<file path="config.mk">
export PLATFORM = sky130hd
export DESIGN_NAME = serial_word_tx
export DESIGN_NICKNAME = d
export VERILOG_FILES = /design/src/rtl/serial_word_tx.sv
export SDC_FILE = /design/constraint.sdc
export NUM_CORES = 1
export LEC_CHECK = 0
export BUFFER_PORTS_ARGS = -buffer_cell sky130_fd_sc_hd__buf_2
export CORE_MARGIN = 10
export CORE_UTILIZATION = 54
export CTS_CLUSTER_DIAMETER = 100
export CTS_CLUSTER_SIZE = 20
export DETAILED_ROUTE_END_ITERATION = 6
export GPL_ROUTABILITY_DRIVEN = 0
export PLACE_DENSITY_LB_ADDON = 0.2
export SYNTH_ARGS = -nofsm -noshare
export SYNTH_HDL_FRONTEND = slang
export SYNTH_SLANG_ARGS = --single-unit
</file>
<file path="constraint.sdc">
create_clock -name i_clk -period 1.5 [get_ports i_clk]
set_input_delay 0.3 -clock i_clk [delete_from_list [all_inputs] [get_ports i_clk]]
set_output_delay 0.3 -clock i_clk [all_outputs]
set_load 0.005 [all_outputs]
</file>
<file path="src/rtl/serial_word_tx.sv">
`default_nettype none
// ============================================================================
// Module   : serial_word_tx
// Brief    : Buffers parallel sample words and serializes them LSB first
//            toward the FIR filter serial input, using a request/ready
//            handshake and a programmable idle gap between words.
// Revision : 1.0 - initial release
// ============================================================================

module serial_word_tx #(
    parameter int DATA_WIDTH = 24,
    parameter int FIFO_DEPTH = 4,
    parameter int GAP_CYCLES = 2
) (
    input  logic                              i_clk,
    input  logic                              i_rst_n,
    input  logic                              i_en,
    input  logic [DATA_WIDTH-1:0]             i_data,
    input  logic                              i_data_valid,
    output logic                              o_data_ready,
    output logic                              o_dout,
    output logic                              o_dout_valid,
    input  logic                              i_ready,
    output logic                              o_busy,
    output logic [$clog2(FIFO_DEPTH+1)-1:0]   o_fifo_level
);

    localparam int LVL_W = $clog2(FIFO_DEPTH + 1);
    localparam int PTR_W = $clog2(FIFO_DEPTH);
    localparam int CNT_MAX = (DATA_WIDTH > GAP_CYCLES) ? DATA_WIDTH : GAP_CYCLES;
    localparam int CNT_W = $clog2(CNT_MAX + 1);

    localparam logic [CNT_W-1:0] c_bit_last = CNT_W'(DATA_WIDTH - 1);
    localparam logic [CNT_W-1:0] c_gap_last = CNT_W'((GAP_CYCLES > 0) ? GAP_CYCLES - 1 : 0);
    localparam logic [LVL_W-1:0] c_full     = LVL_W'(FIFO_DEPTH);

    typedef enum logic [1:0] {
        ST_IDLE  = 2'd0,
        ST_REQ   = 2'd1,
        ST_SHIFT = 2'd2,
        ST_GAP   = 2'd3
    } state_t;

    // Async assert, clocked release: everything below sees a clean deassert.
    logic [1:0] r_rst_sync;
    logic       w_rst_n;

    always_ff @(posedge i_clk or negedge i_rst_n) begin
        if (!i_rst_n) begin
            r_rst_sync <= 2'b00;
        end else begin
            r_rst_sync <= {r_rst_sync[0], 1'b1};
        end
    end

    assign w_rst_n = r_rst_sync[1];

    state_t                 r_state;
    state_t                 w_state_nxt;
    logic [DATA_WIDTH-1:0]  r_mem [FIFO_DEPTH];
    logic [PTR_W-1:0]       r_wr_ptr;
    logic [PTR_W-1:0]       r_rd_ptr;
    logic [LVL_W-1:0]       r_level;
    logic [DATA_WIDTH-1:0]  r_shreg;
    logic [CNT_W-1:0]       r_cnt;
    logic                   w_push;
    logic                   w_pop;
    logic                   w_shift_done;

    assign o_data_ready = (r_level != c_full);
    assign w_push       = i_data_valid && o_data_ready;

    always_ff @(posedge i_clk) begin
        if (w_push) begin
            r_mem[r_wr_ptr] <= i_data;
        end
    end

    always_ff @(posedge i_clk or negedge w_rst_n) begin
        if (!w_rst_n) begin
            r_wr_ptr <= '0;
            r_rd_ptr <= '0;
            r_level  <= '0;
        end else begin
            if (w_push) begin
                r_wr_ptr <= r_wr_ptr + PTR_W'(1);
            end
            if (w_pop) begin
                r_rd_ptr <= r_rd_ptr + PTR_W'(1);
            end
            if (w_push && !w_pop) begin
                r_level <= r_level + LVL_W'(1);
            end else if (w_pop && !w_push) begin
                r_level <= r_level - LVL_W'(1);
            end
        end
    end

    always_ff @(posedge i_clk or negedge w_rst_n) begin
        if (!w_rst_n) begin
            r_state <= ST_IDLE;
        end else begin
            r_state <= w_state_nxt;
        end
    end

    always_comb begin
        w_state_nxt  = r_state;
        w_pop        = 1'b0;
        w_shift_done = 1'b0;
        case (r_state)
            ST_IDLE: begin
                if (i_en && (r_level != '0)) begin
                    w_pop       = 1'b1;
                    w_state_nxt = ST_REQ;
                end
            end
            ST_REQ: begin
                if (i_ready) begin
                    w_state_nxt = ST_SHIFT;
                end
            end
            ST_SHIFT: begin
                if (r_cnt == c_bit_last) begin
                    w_shift_done = 1'b1;
                    w_state_nxt  = (GAP_CYCLES == 0) ? ST_IDLE : ST_GAP;
                end
            end
            ST_GAP: begin
                if (r_cnt == c_gap_last) begin
                    w_state_nxt = ST_IDLE;
                end
            end
            default: w_state_nxt = ST_IDLE;
        endcase
    end

    // One counter serves both the bit index and the gap length; it is
    // cleared on the way into GAP so the gap count starts from zero.
    always_ff @(posedge i_clk or negedge w_rst_n) begin
        if (!w_rst_n) begin
            r_shreg <= '0;
            r_cnt   <= '0;
        end else if (w_pop) begin
            r_shreg <= r_mem[r_rd_ptr];
            r_cnt   <= '0;
        end else if (r_state == ST_SHIFT) begin
            r_shreg <= r_shreg >> 1;
            r_cnt   <= w_shift_done ? '0 : r_cnt + CNT_W'(1);
        end else if (r_state == ST_GAP) begin
            r_cnt   <= r_cnt + CNT_W'(1);
        end
    end

    assign o_dout_valid = (r_state == ST_REQ) || (r_state == ST_SHIFT);
    assign o_dout       = (r_state == ST_SHIFT) && r_shreg[0];
    assign o_busy       = (r_state != ST_IDLE);
    assign o_fifo_level = r_level;

endmodule

`default_nettype wire

</file>
# After elaboration in Yosys (flattened, before gate mapping)
# Memories as Yosys holds them, arrays and structs flattened.
# Index checks and enable logic that the tools add are counted.
[classes]
add_sub_neg = 5
n_eq_ne = 10
mux = 19
reduce_logical = 15
[ops]
columns = ["operator", "count"]
rows = [
  ["24-bit 2-to-1 mux", 2],
  ["5-bit 2-to-1 mux", 4],
  ["2-bit 2-to-1 mux", 4],
  ["2-bit inequality test (second input constant)", 4],
  ["2-bit one-hot mux with 4 select lines", 1],
  ["1-bit 2-to-1 mux", 6],
  ["3-bit 2-to-1 mux", 2],
  ["2-bit nonzero test", 3],
  ["3-bit nonzero test", 2],
  ["5-bit by 1-bit adder with 5-bit output (second input constant)", 1],
  ["5-bit by 1-bit == test with 1-bit output (second input constant)", 1],
  ["5-bit == test (second input constant)", 1],
  ["1-bit logical AND", 5],
  ["2-bit by 1-bit adder with 2-bit output (second input constant)", 2],
  ["2-bit == test (second input constant)", 2],
  ["4-bit AND reduction", 1],
  ["3-bit by 1-bit adder with 3-bit output (second input constant)", 1],
  ["3-bit inequality test (second input constant)", 1],
  ["3-bit by 1-bit subtractor with 3-bit output (second input constant)", 1],
  ["2-bit by 1-bit == test with 1-bit output (second input constant)", 1],
  ["1-bit zero test", 2],
  ["2-bit zero test", 1],
  ["1-bit logical OR", 1],
]
[word_totals]
ff_bits = 40
ram_bits = 96
inputBits = 29
output_inout_bits = 7
wordCells = 57
n_memories = 1
[mem_list]
columns = ["name", "depth", "width", "read_ports", "rd_clocked_by_memory_dff", "wr", "line_no", "text"]
rows = [
  ["r_mem", 4, 24, 1, 0, 1, "60", "logic [DATA_WIDTH-1:0] r_mem [FIFO_DEPTH];"],
]

# Depth between registers and ports, before layout
# Gate-level depths: netlist (run 1).
[depth]
ltp_word = 7
mapped_depth = 11
mapped_depth_nobuf = 10

# Worst setup path after synthesis (run 1)
# Ideal clock, no wire load.
[synth_timing]
kind = "register -> register"
startpoint = "register r_level[2], in the netlist o_fifo_level[2]"
endpoint = "register r_level[2], in the netlist o_fifo_level[2]"
setup_time_ns = 0.079
arrival_time_ns = 2.131
t_required_ns = 1.421
setup_slack_ns = -0.710
stages_incl_launch_ff = 11
n_path_buf = 1
period_less_slack_ns = 2.210
path_cell_list = "dfrtp_1 > or3_1 > and3_1 > buf_6 > clkinv_4 > ha_1 > inv_1 > fa_1 > xor2_1 > nor2_1 > xor2_1"
[synth_via]
elab_chain_cells = 7
elab_cells_between_ends = 15
cone_classes = "add/sub (2); eq/ne (1); mux (4); reduce/logical (8)"
[synth_lines]
columns = ["item", "line_no", "text"]
rows = [
  ["start: declaration", "63", "logic [LVL_W-1:0] r_level;"],
  ["start signal: assignment", "92", "r_level <= r_level + LVL_W'(1);"],
  ["start signal: assignment", "94", "r_level <= r_level - LVL_W'(1);"],
  ["3-bit nonzero test", "113", "if (i_en && (r_level != '0)) begin"],
  ["1-bit logical AND", "113", ""],
  ["1-bit 2-to-1 mux", "113", ""],
  ["1-bit 2-to-1 mux", "111", "case (r_state)"],
  ["1-bit zero test", "91", "if (w_push && !w_pop) begin"],
  ["1-bit logical AND", "91", ""],
  ["3-bit 2-to-1 mux or 2-bit nonzero test (tied branches)", "n/a", ""],
]
# Parallel ways exist; a longest one is shown, timed or not. The select of a mux whose other input is x is not followed.
# A chain may end at the register's enable or synchronous reset.

# Worst setup path in the final report (run 1)
[layout_timing]
startpoint = "register r_level[0], in the netlist o_fifo_level[0]"
endpoint = "register r_level[2], in the netlist o_fifo_level[2]"
# The elaborated chain is that of the path after synthesis.

==> impl_metrics.py, run 1 <==
metrics = {
    "status": {
        "status": "finished with violations",
        "violations": "setup timing",
    },
    "drt": {
        "viasPerCell": 5.40,
        "antenna_left": 0,
        "drc": 0,
        "num_vias": 3186,
        "drt-total-wl_um": 12100,
        "wl_per_cell_um": 20.5,
        "drt_iter0_markers": 249,
        "firstDrtPassIters": 5,
    },
    "synth": {
        "yosys-top-cells-area": "edfxtp_1 52%, dfrtp_1 18%, mux4_2 9.7%",
        "synth.largest_area_cell": "edfxtp_1",
        "synth_area_um2": 5590,
        "avgSynthCellArea_um2": 17.5,
        "ys_types": 36,
        "yosys.area.top_type_share": 0.516,
        "synth_fp_nets": 360,
        "yosysWarnings": 0,
        "ys_seq_area_frac": 0.695,
        "syn-instance-count": 319,
        "synth-seq-cells": 136,
    },
    "worst_setup_path": {
        "path_max_fanout": 2,
        "startpoint_type": "flop",
        "critPathSlowestCell": "or3_4",
        "cp.required_ps": 1960,
        "crit_path_cell_trace": "or3_4, and3_4, clkinv_4, ha_4, inv_2, fa_2, xor2_1, nor2_1, xor2_1",
        "worstPathArrival_ps": 2400,
        "path_buf_inv": 2,
        "cp_common_cell": "xor2_1",
        "crit_path_end_kind": "flop",
        "crit_start": "o_fifo_level[0]",
        "reg2reg_from": "o_fifo_level[0]",
        "crit_type": "flop to flop",
        "max_stage_delay_ps": 390,
        "crit_family": "simple AND/OR/NAND/NOR gates",
    },
    "global_routing": {
        "overflow": 0,
        "grt_start_max_net_pins": 52,
        "grt_pass1_wl_um": 18500,
        "antenna_found_initial": 0,
        "gr-usage-all-layers": 0.168,
        "grt_pass1_vias": 3375,
    },
    "clock_tree": {
        "clockRootBuffer": "clkbuf_8",
        "htree_levels": 4,
        "cts_tree": "yes",
        "cts.sinks": 136,
        "insertion_delay_ps": 530,
        "cts-buffers-inserted": 17,
        "clk_pin_slew_worst_paths_ps": 60,
        "cts_max_path_buffers": 2,
    },
    "sta": {
        "hold_viol": 0,
        "skew_ps": 11.7,
        "max_freq_ghz": 0.515,
        "setup_viol": 81,
        "worst_pin_slew_ps": 643,
        "tns_ps": -8940,
        "slew_viol_final": 0,
        "rsz0062_at_grt": "true",
        "min_period_over_period": 1.29,
        "layout_setup_ws_ps": -441,
        "relSlewSlack": 0.571,
        "post-route-min-period_ps": 1940,
    },
    "place": {
        "dp_hpwl_um": 6230,
        "port_buffers": 35,
        "dp_cells": 514,
        "placed_cell_area_um2": 6240,
    },
    "floorplanning": {
        "initial_core_util": 0.549,
        "coreArea_um2": 10200,
        "dieArea_um2": 14800,
        "die_w_um": 122,
        "die_y_um": 122,
        "ios": 36,
        "num_rows": 37,
    },
    "finish": {
        "stdcell_area_um2": 7640,
        "final_cell_mix": "96 x edfxtp_1, 40 x dfrtp_1, 32 x buf_2",
        "layout_commonest_cell": "edfxtp_1",
        "nFillCells": 617,
        "fin_cells": 590,
        "n_antenna_cell": 0,
        "area.growth.synth_to_final_pct": 36.6,
        "final_core_util": 0.750,
        "drive_gt1_frac": 0.449,
        "nets": 482,
    },
    "job": {
        "maxCapViolations": 0,
    },
    "pwr": {
        "ir_drop_mv": 1.18,
        "p_leak_nw": 2.91,
        "powerDensity_nw_per_um2": 2150,
    },
    "worst_hold_path": {
        "hold_class": "primary input to async pin",
    },
}
-- cell type report --
class                      count  area [um^2]  area share
clock buffer                  18          428      0.0560
timing repair buffer         118         1230       0.161
clock inverter                14          196      0.0257
sequential                   136         3880       0.509
multi-input combinational    157         1680       0.220
tap                          136          170      0.0223
inverter                      11         46.3     0.00606
-- cells in the mapped netlist, drive strengths merged --
cell type	n
and2	2
nand3	2
a221oi	1
nand2	29
a32oi	1
a41o	1
edfxtp	96
conb	1
inv	10
nor2	5
mux4	24
mux2i	23
buf	14
xnor2	4
a2bb2oi	1
o211ai	1
clkinv	1
and3	5
or3	2
clkbuf	1
fa	1
nor4b	1
mux2	3
o21ai	28
o221a	1
a21oi	5
nand2b	1
ha	11
dfrtp	40
a21o	1
xor2	3
-- power by group --
group / leakage, nW / internal, mW / switching (mW)
clock: 0.298 / 2.76 / 1.58
combinational: 1.24 / 3.56 / 2.89
sequential: 1.37 / 5.14 / 0.484
-- per-layer routing --
layer | wire, um | part of all wire | vias to the layer above | track usage
met4 | 141 | 0.012 | 0 | 0.0544
met3 | 867 | 0.072 | 14 | 0.0569
li1 | - | - | 1481 | -
met5 | 0 | 0 | - | 0
met1 | 4640 | 0.38 | 1616 | 0.194
met2 | 6460 | 0.53 | 75 | 0.288
-- timing repair --
item,4_1_cts,5_1_grt
resized for setup,35,13
cloned,4,7
setup endpoints to repair,126,138
hold buffers,24,1
hold endpoints to repair,94,4
pin swaps,11,10
buffers inserted,4,5
-- per-stage QoR --
step                setup slack (ps)  hold slack, ps  power (mW)
floorplan                       -611            4.41        8.95
global placement                -486            85.2        10.5
detailed placement              -536            85.7        10.7
CTS                             -444            4.61        15.9
global route                    -543            69.5        17.2
finish                          -441            75.9        16.4
-- path summary, 6_finish.rpt --
kind | end | slack, ps | depth (start not counted)
worst min register to register | r_wr_ptr[0] | 300 | 1
worst max-delay path | o_fifo_level[2] | -440 | 9
worst max register to register | o_fifo_level[2] | -440 | 9
worst min-delay path | r_rst_sync[1] | 80 | 2
max in group asynchronous | r_shreg[14] | 830 | 1
min in group i_clk | r_wr_ptr[0] | 220 | 4
-- state kept, by name, summed over array words and instances (netlist names) --
register and cells:
r_rd_ptr 2, r_cnt 5, r_shreg 24, o_fifo_level 3, r_state 2, r_rst_sync 2
r_mem 96, r_wr_ptr 2
-- worst reg2reg max path, delay by kind of cell, from the launching register on --
kind / cells / cell delay [ps]
xor gates and xnor gates: 2 / 290
adders and majority gates: 2 / 450
and+or+nand+nor: 3 / 680
DFF: 1 / 380
buffers and inverters: 2 / 80
-- kinds of logic after synthesis --
logic type      count (synthesis)  share of synthesized area
compound gates                 40                     0.0560
xor+xnor                        7                     0.0110
fa+ha+maj                      12                     0.0282
buf+inv                        26                     0.0280
flops                         136                      0.695
mux                            50                      0.144
other cells                     1                   0.000671
simple gates                   47                     0.0374
(Power assumes the default switching activity.)
==> run 2, diff against run 1 <==
--- a/config.mk
+++ b/config.mk
@@ -13,6 +13,7 @@
 export DETAILED_ROUTE_END_ITERATION = 6
 export GPL_ROUTABILITY_DRIVEN = 0
 export PLACE_DENSITY_LB_ADDON = 0.2
+export SETUP_SLACK_MARGIN = 0.5
 export SYNTH_ARGS = -nofsm -noshare
 export SYNTH_HDL_FRONTEND = slang
 export SYNTH_SLANG_ARGS = --single-unit
==> impl_metrics.py, run 2 (synthesis results as in run 1) <==
metrics = {
    "floorplanning": {
        "num_rows": 37,
        "dieArea_um2": 14800,
        "die_w_um": 122,
        "initial_core_util": 0.549,
        "ios": 36,
        "die_y_um": 122,
        "coreArea_um2": 10200,
    },
    "worst_setup_path": {
        "crit_start": "o_fifo_level[0]",
        "reg2reg_slack_ps": -470,
        "crit_path_cell_trace": "or3_4, and3_4, clkinv_4, ha_4, inv_2, fa_2, xor2_1, nor2_1, xor2_1",
        "cp_common_cell": "xor2_1",
        "crit_family": "simple AND/OR/NAND/NOR gates",
        "critPathSlowestCell": "or3_4",
        "worstPathArrival_ps": 2410,
        "reg2reg_from": "o_fifo_level[0]",
        "path_buf_inv": 2,
        "crit_type": "flop to flop",
        "reg2reg_depth": 9,
        "path_depth": 9,
        "crit_end": "o_fifo_level[2]",
        "crit_path_end_kind": "flop",
        "max_stage_delay_ps": 390,
        "startpoint_type": "flop",
        "reg2reg_to": "o_fifo_level[2]",
        "cp.required_ps": 1940,
        "path_max_fanout": 2,
    },
    "pwr": {
        "comb_power_share": 0.463,
        "p_sw_frac": 0.319,
        "powerDensity_nw_per_um2": 2160,
        "p_sw_mw": 5.68,
        "p_seq_frac": 0.320,
        "ir_drop_mv": 1.46,
        "p_int_mw": 12.1,
        "p_clk_frac": 0.217,
        "p_leak_nw": 3.23,
    },
    "finish": {
        "nets": 502,
        "reg_top3": "r_mem: 96 flops, r_shreg: 24 flops, r_cnt: 5 flops",
        "layout_commonest_cell": "edfxtp_1",
        "drive_gt1_frac": 0.546,
        "largest_reg_flops": 96,
        "area.growth.synth_to_final_pct": 47.5,
        "stdcell_area_um2": 8250,
        "n_antenna_cell": 0,
        "final_core_util": 0.810,
        "largest-register": "r_mem",
        "final_cell_mix": "96 x edfxtp_1, 39 x dfrtp_1, 30 x buf_4",
    },
    "clock_tree": {
        "insertion_delay_ps": 520,
        "cts.sinks": 136,
        "cts_tree": "yes",
        "clockRootBuffer": "clkbuf_8",
        "cts_max_path_buffers": 2,
        "htree_levels": 4,
        "cts-buffers-inserted": 17,
        "clk_pin_slew_worst_paths_ps": 60,
    },
    "drt": {
        "drt_iter0_markers": 270,
        "drc": 0,
        "num_vias": 3427,
        "met3_length_um": 791,
        "drt-total-wl_um": 13900,
        "viasPerCell": 5.62,
        "wl_met2_um": 7550,
        "antenna_left": 0,
        "firstDrtPassIters": 4,
        "m1WireLength_um": 5290,
        "dr.max_layer_used": "met4",
        "wl_per_cell_um": 22.7,
    },
    "global_routing": {
        "grt_pass1_vias": 3807,
        "overflow": 0,
        "grt_start_max_net_pins": 39,
        "gr-usage-all-layers": 0.197,
        "grt_pass1_wl_um": 21400,
        "antenna_found_initial": 0,
    },
    "sta": {
        "slew_viol_final": 0,
        "layout_setup_ws_ps": -467,
        "relSlewSlack": 0.654,
        "post-route-min-period_ps": 1970,
        "setup_viol": 135,
        "skew_ps": 5.91,
        "tns_ps": -24820,
        "max_freq_ghz": 0.508,
        "hold_viol": 0,
        "worst_pin_slew_ps": 519,
        "min_period_over_period": 1.31,
        "rsz0062_at_grt": "true",
    },
    "job": {
        "maxCapViolations": 0,
    },
    "place": {
        "port_buffers": 35,
        "placed_cell_area_um2": 6410,
        "dp_hpwl_um": 6740,
    },
    "status": {
        "status": "finished with violations",
        "violations": "setup timing",
    },
    "worst_hold_path": {
        "hold_class": "primary input to flop",
    },
}
[run 2: area by class of cell]
class                      instances  area (um^2)
timing repair buffer             138         1670
tap                              136          170
sequential                       136         3880
multi-input combinational        157         1920
inverter                          11         48.8
fill                             463         1940
clock buffer                      22          443
clock inverter                    10          104
[run 2: repair_timing]
item | 4_1_cts | 5_1_grt
buffers inserted | 18 | 5
gates resized for setup | 86 | 27
gates cloned | 15 | 0
hold buffers | 21 | 1
setup endpoints to repair | 141 | 141
pin swaps | 15 | 11
endpoints found under the hold margin | 81 | 4
[run 2: power by group through the flow]
stage	clock network (mW)	registers (mW)	logic [mW]
final	3.85	5.70	8.23
after global placement	0	5.59	5.28
after floorplan	0	5.57	3.69
after global routing	4.09	5.77	8.73
after detailed placement	0	5.64	5.42
after CTS	3.87	5.60	7.59
[run 2: layer usage]
| layer | vias to the layer above | global-route usage |
|---|---|---|
| li1 | 1519 | - |
| met1 | 1776 | 0.236 |
| met2 | 113 | 0.336 |
| met3 | 19 | 0.0453 |
| met4 | 0 | 0.0842 |
| met5 | - | 0 |
[run 2: how the worst min path moves through the flow]
stage,startpoint,end,slack [ps],cells past startpoint
after floorplan,i_rst_n,r_rst_sync[0],4,0
after global placement,i_rst_n,r_rst_sync[0],80,1
after detailed placement,i_rst_n,r_rst_sync[0],90,1
after CTS,i_data[5],r_mem[0][5],0.9,1
after global routing,i_data[3],r_mem[3][3],3,1
final,i_data[3],r_mem[2][3],20,1
[run 2: worst register-to-register path, cell delays in order, from the launching register on]
cell and delay [ps]:
dfrtp_1 380, or3_4 390, and3_4 180, clkinv_4 50, ha_4 130, inv_2 40, fa_2 330, xor2_1 150
nor2_1 120, xor2_1 150
[run 2: through the flow]
step           power [mW]  std cells  hold WS (ps)  worst slack (ps)
3_3_place_gp         10.9        518          84.9              -480
2_1_floorplan        9.26        319          4.41              -610
3_5_place_dp         11.1        518          92.4              -524
5_1_grt              18.6        610          3.23              -549
6_report             17.8        610          18.9              -467
4_1_cts              17.1        604         0.943              -441
==> run 3, diff against run 2 <==
==> config.mk (replaced) <==
export PLATFORM = sky130hd
export DESIGN_NAME = serial_word_tx
export DESIGN_NICKNAME = d
export VERILOG_FILES = /design/src/rtl/serial_word_tx.sv
export SDC_FILE = /design/constraint.sdc
export NUM_CORES = 1
export LEC_CHECK = 0
export CORE_MARGIN = 10
export CORE_UTILIZATION = 55
export CTS_CLUSTER_DIAMETER = 100
export CTS_CLUSTER_SIZE = 20
export DETAILED_ROUTE_END_ITERATION = 6
export DONT_BUFFER_PORTS = 1
export GPL_ROUTABILITY_DRIVEN = 0
export PLACE_DENSITY_LB_ADDON = 0.2
export SETUP_SLACK_MARGIN = 0.1
export SYNTH_ARGS = -nofsm -noshare
export SYNTH_HDL_FRONTEND = slang
export SYNTH_SLANG_ARGS = --single-unit
==> impl_metrics.py, run 3 (synthesis results as in run 1) <==
metrics = {
    "floorplanning": {
        "ios": 36,
        "initial_core_util": 0.569,
        "coreArea_um2": 9820,
        "die_w_um": 121,
        "die_y_um": 121,
        "num_rows": 36,
        "dieArea_um2": 14600,
    },
    "place": {
        "dp_hpwl_um": 5930,
        "dp_cells": 471,
        "pre_cts_slack_ps": -561,
        "port_buffers": 0,
    },
    "pwr": {
        "ir_drop_mv": 1.61,
        "powerDensity_nw_per_um2": 2250,
        "p_leak_nw": 3.09,
        "total_power_mw": 17.9,
    },
    "drt": {
        "firstDrtPassIters": 5,
        "num_vias": 3538,
        "wl_per_cell_um": 26.6,
        "drt_iter0_markers": 324,
        "drt-total-wl_um": 15200,
        "viasPerCell": 6.17,
        "drc": 0,
        "antenna_left": 0,
    },
    "clock_tree": {
        "cts_max_path_buffers": 2,
        "clk_pin_slew_worst_paths_ps": 70,
        "cts_tree": "yes",
        "cts-buffers-inserted": 17,
        "clockRootBuffer": "clkbuf_8",
        "cts.sinks": 136,
        "htree_levels": 4,
        "insertion_delay_ps": 530,
    },
    "worst_setup_path": {
        "reg2reg_depth": 9,
        "worstPathArrival_ps": 2430,
        "reg2reg_slack_ps": -520,
        "reg2reg_to": "o_fifo_level[2]",
        "startpoint_type": "flop",
        "crit_type": "flop to flop",
        "crit_path_end_kind": "flop",
        "cp.required_ps": 1910,
        "reg2reg_from": "o_fifo_level[0]",
        "path_max_fanout": 2,
    },
    "finish": {
        "drive_gt1_frac": 0.516,
        "area.growth.synth_to_final_pct": 42.5,
        "fin_cells": 573,
        "largest-register": "r_mem",
        "n_antenna_cell": 0,
        "nFillCells": 485,
        "largest_reg_flops": 96,
        "reg_top3": "r_mem: 96 flops, r_shreg: 24 flops, r_cnt: 5 flops",
        "final_core_util": 0.811,
        "final_cell_mix": "96 x edfxtp_1, 39 x dfrtp_1, 27 x buf_4",
        "layout_commonest_cell": "edfxtp_1",
        "nets": 468,
    },
    "sta": {
        "setup_viol": 127,
        "max_freq_ghz": 0.495,
        "relSlewSlack": 0.656,
        "worst_pin_slew_ps": 517,
        "hold_viol": 0,
        "post-route-min-period_ps": 2020,
        "layout_setup_ws_ps": -519,
        "skew_ps": 10.2,
        "min_period_over_period": 1.35,
        "slew_viol_final": 0,
        "rsz0062_at_grt": "true",
        "tns_ps": -15500,
    },
    "status": {
        "status": "finished with violations",
        "violations": "setup timing",
    },
    "worst_hold_path": {
        "hold_depth": 3,
        "hold_path_end": "r_wr_ptr[0]",
        "min-delay-start": "i_data_valid",
        "hold_class": "primary input to flop",
    },
    "global_routing": {
        "grt_start_max_net_pins": 39,
        "overflow": 0,
        "grt_pass1_vias": 3539,
        "antenna_found_initial": 0,
        "grt_pass1_wl_um": 20900,
        "gr-usage-all-layers": 0.193,
    },
    "job": {
        "maxCapViolations": 0,
    },
}
-- run 3: cell count changes in the layout (fill, tap and decap cells not counted), moves of 6 or more --
| cell | before | now |
|---|---|---|
| buf_2 | 29 | 0 |
| buf_16 | 16 | 6 |
| nand2_4 | 17 | 23 |
| buf_12 | 19 | 6 |
| and3_4 | 5 | 17 |
| nand2_2 | 10 | 4 |
-- run 3: where the power goes --
| group | switching, mW | internal (mW) | leakage, nW |
|---|---|---|---|
| Clock | 1.67 | 2.23 | 0.269 |
| Combinational | 3.95 | 4.35 | 1.45 |
| Sequential | 0.608 | 5.14 | 1.37 |
-- run 3: repair_timing --
item | 4_1_cts | 5_1_grt
cloned | 20 | 5
resized for setup | 64 | 78
hold endpoints to repair | 98 | 0
hold buffers | 26 | 0
buffers inserted | 9 | 13
setup endpoints to repair | 137 | 138
pin swaps | 22 | 18
-- run 3: how the worst max path moves through the flow --
stage	startpoint	end	slack [ps]	cells after the start
after floorplan	o_fifo_level[1]	o_fifo_level[2]	-610	10
after global placement	o_fifo_level[1]	o_fifo_level[2]	-480	9
after detailed placement	o_fifo_level[1]	o_fifo_level[2]	-560	9
after CTS	o_fifo_level[0]	o_fifo_level[2]	-480	9
after global routing	o_fifo_level[0]	o_fifo_level[2]	-650	9
final	o_fifo_level[0]	o_fifo_level[2]	-520	9
-- run 3: layout make-up --
class                   instances  area [um^2]  area share
clock inverters                15          140      0.0176
well taps                     133          166      0.0209
multi-input cells             169         2140       0.269
repair buffers                 92         1170       0.147
inverters                      11         48.8     0.00613
clock buffers                  17          414      0.0520
flip-flops and latches        136         3880       0.488
-- run 3: metal layers --
metal	wire, um	global-route usage	vias up	share of wire
li1	-	-	1469	-
met1	5680	0.232	1828	0.37
met2	8010	0.328	191	0.53
met3	993	0.0558	50	0.065
met4	543	0.0664	0	0.036
met5	0	0	-	0
-- run 3: through the flow --
stage / hold slack, ps / instance area [um^2]
floorplan: 4.41 / 5710
global placement: 4.48 / 6030
detailed placement: 4.48 / 6030
CTS: 51.7 / 7460
global route: 119 / 7970
finish: 132 / 7970
-- run 3: critical path, cell delays in order (launching register included) --
cell,delay [ps]
dfrtp_1,390
or3_4,400
and3_4,180
clkinv_4,50
ha_4,120
inv_2,40
fa_2,330
xor2_1,170
nor2_1,70
xor2_1,160
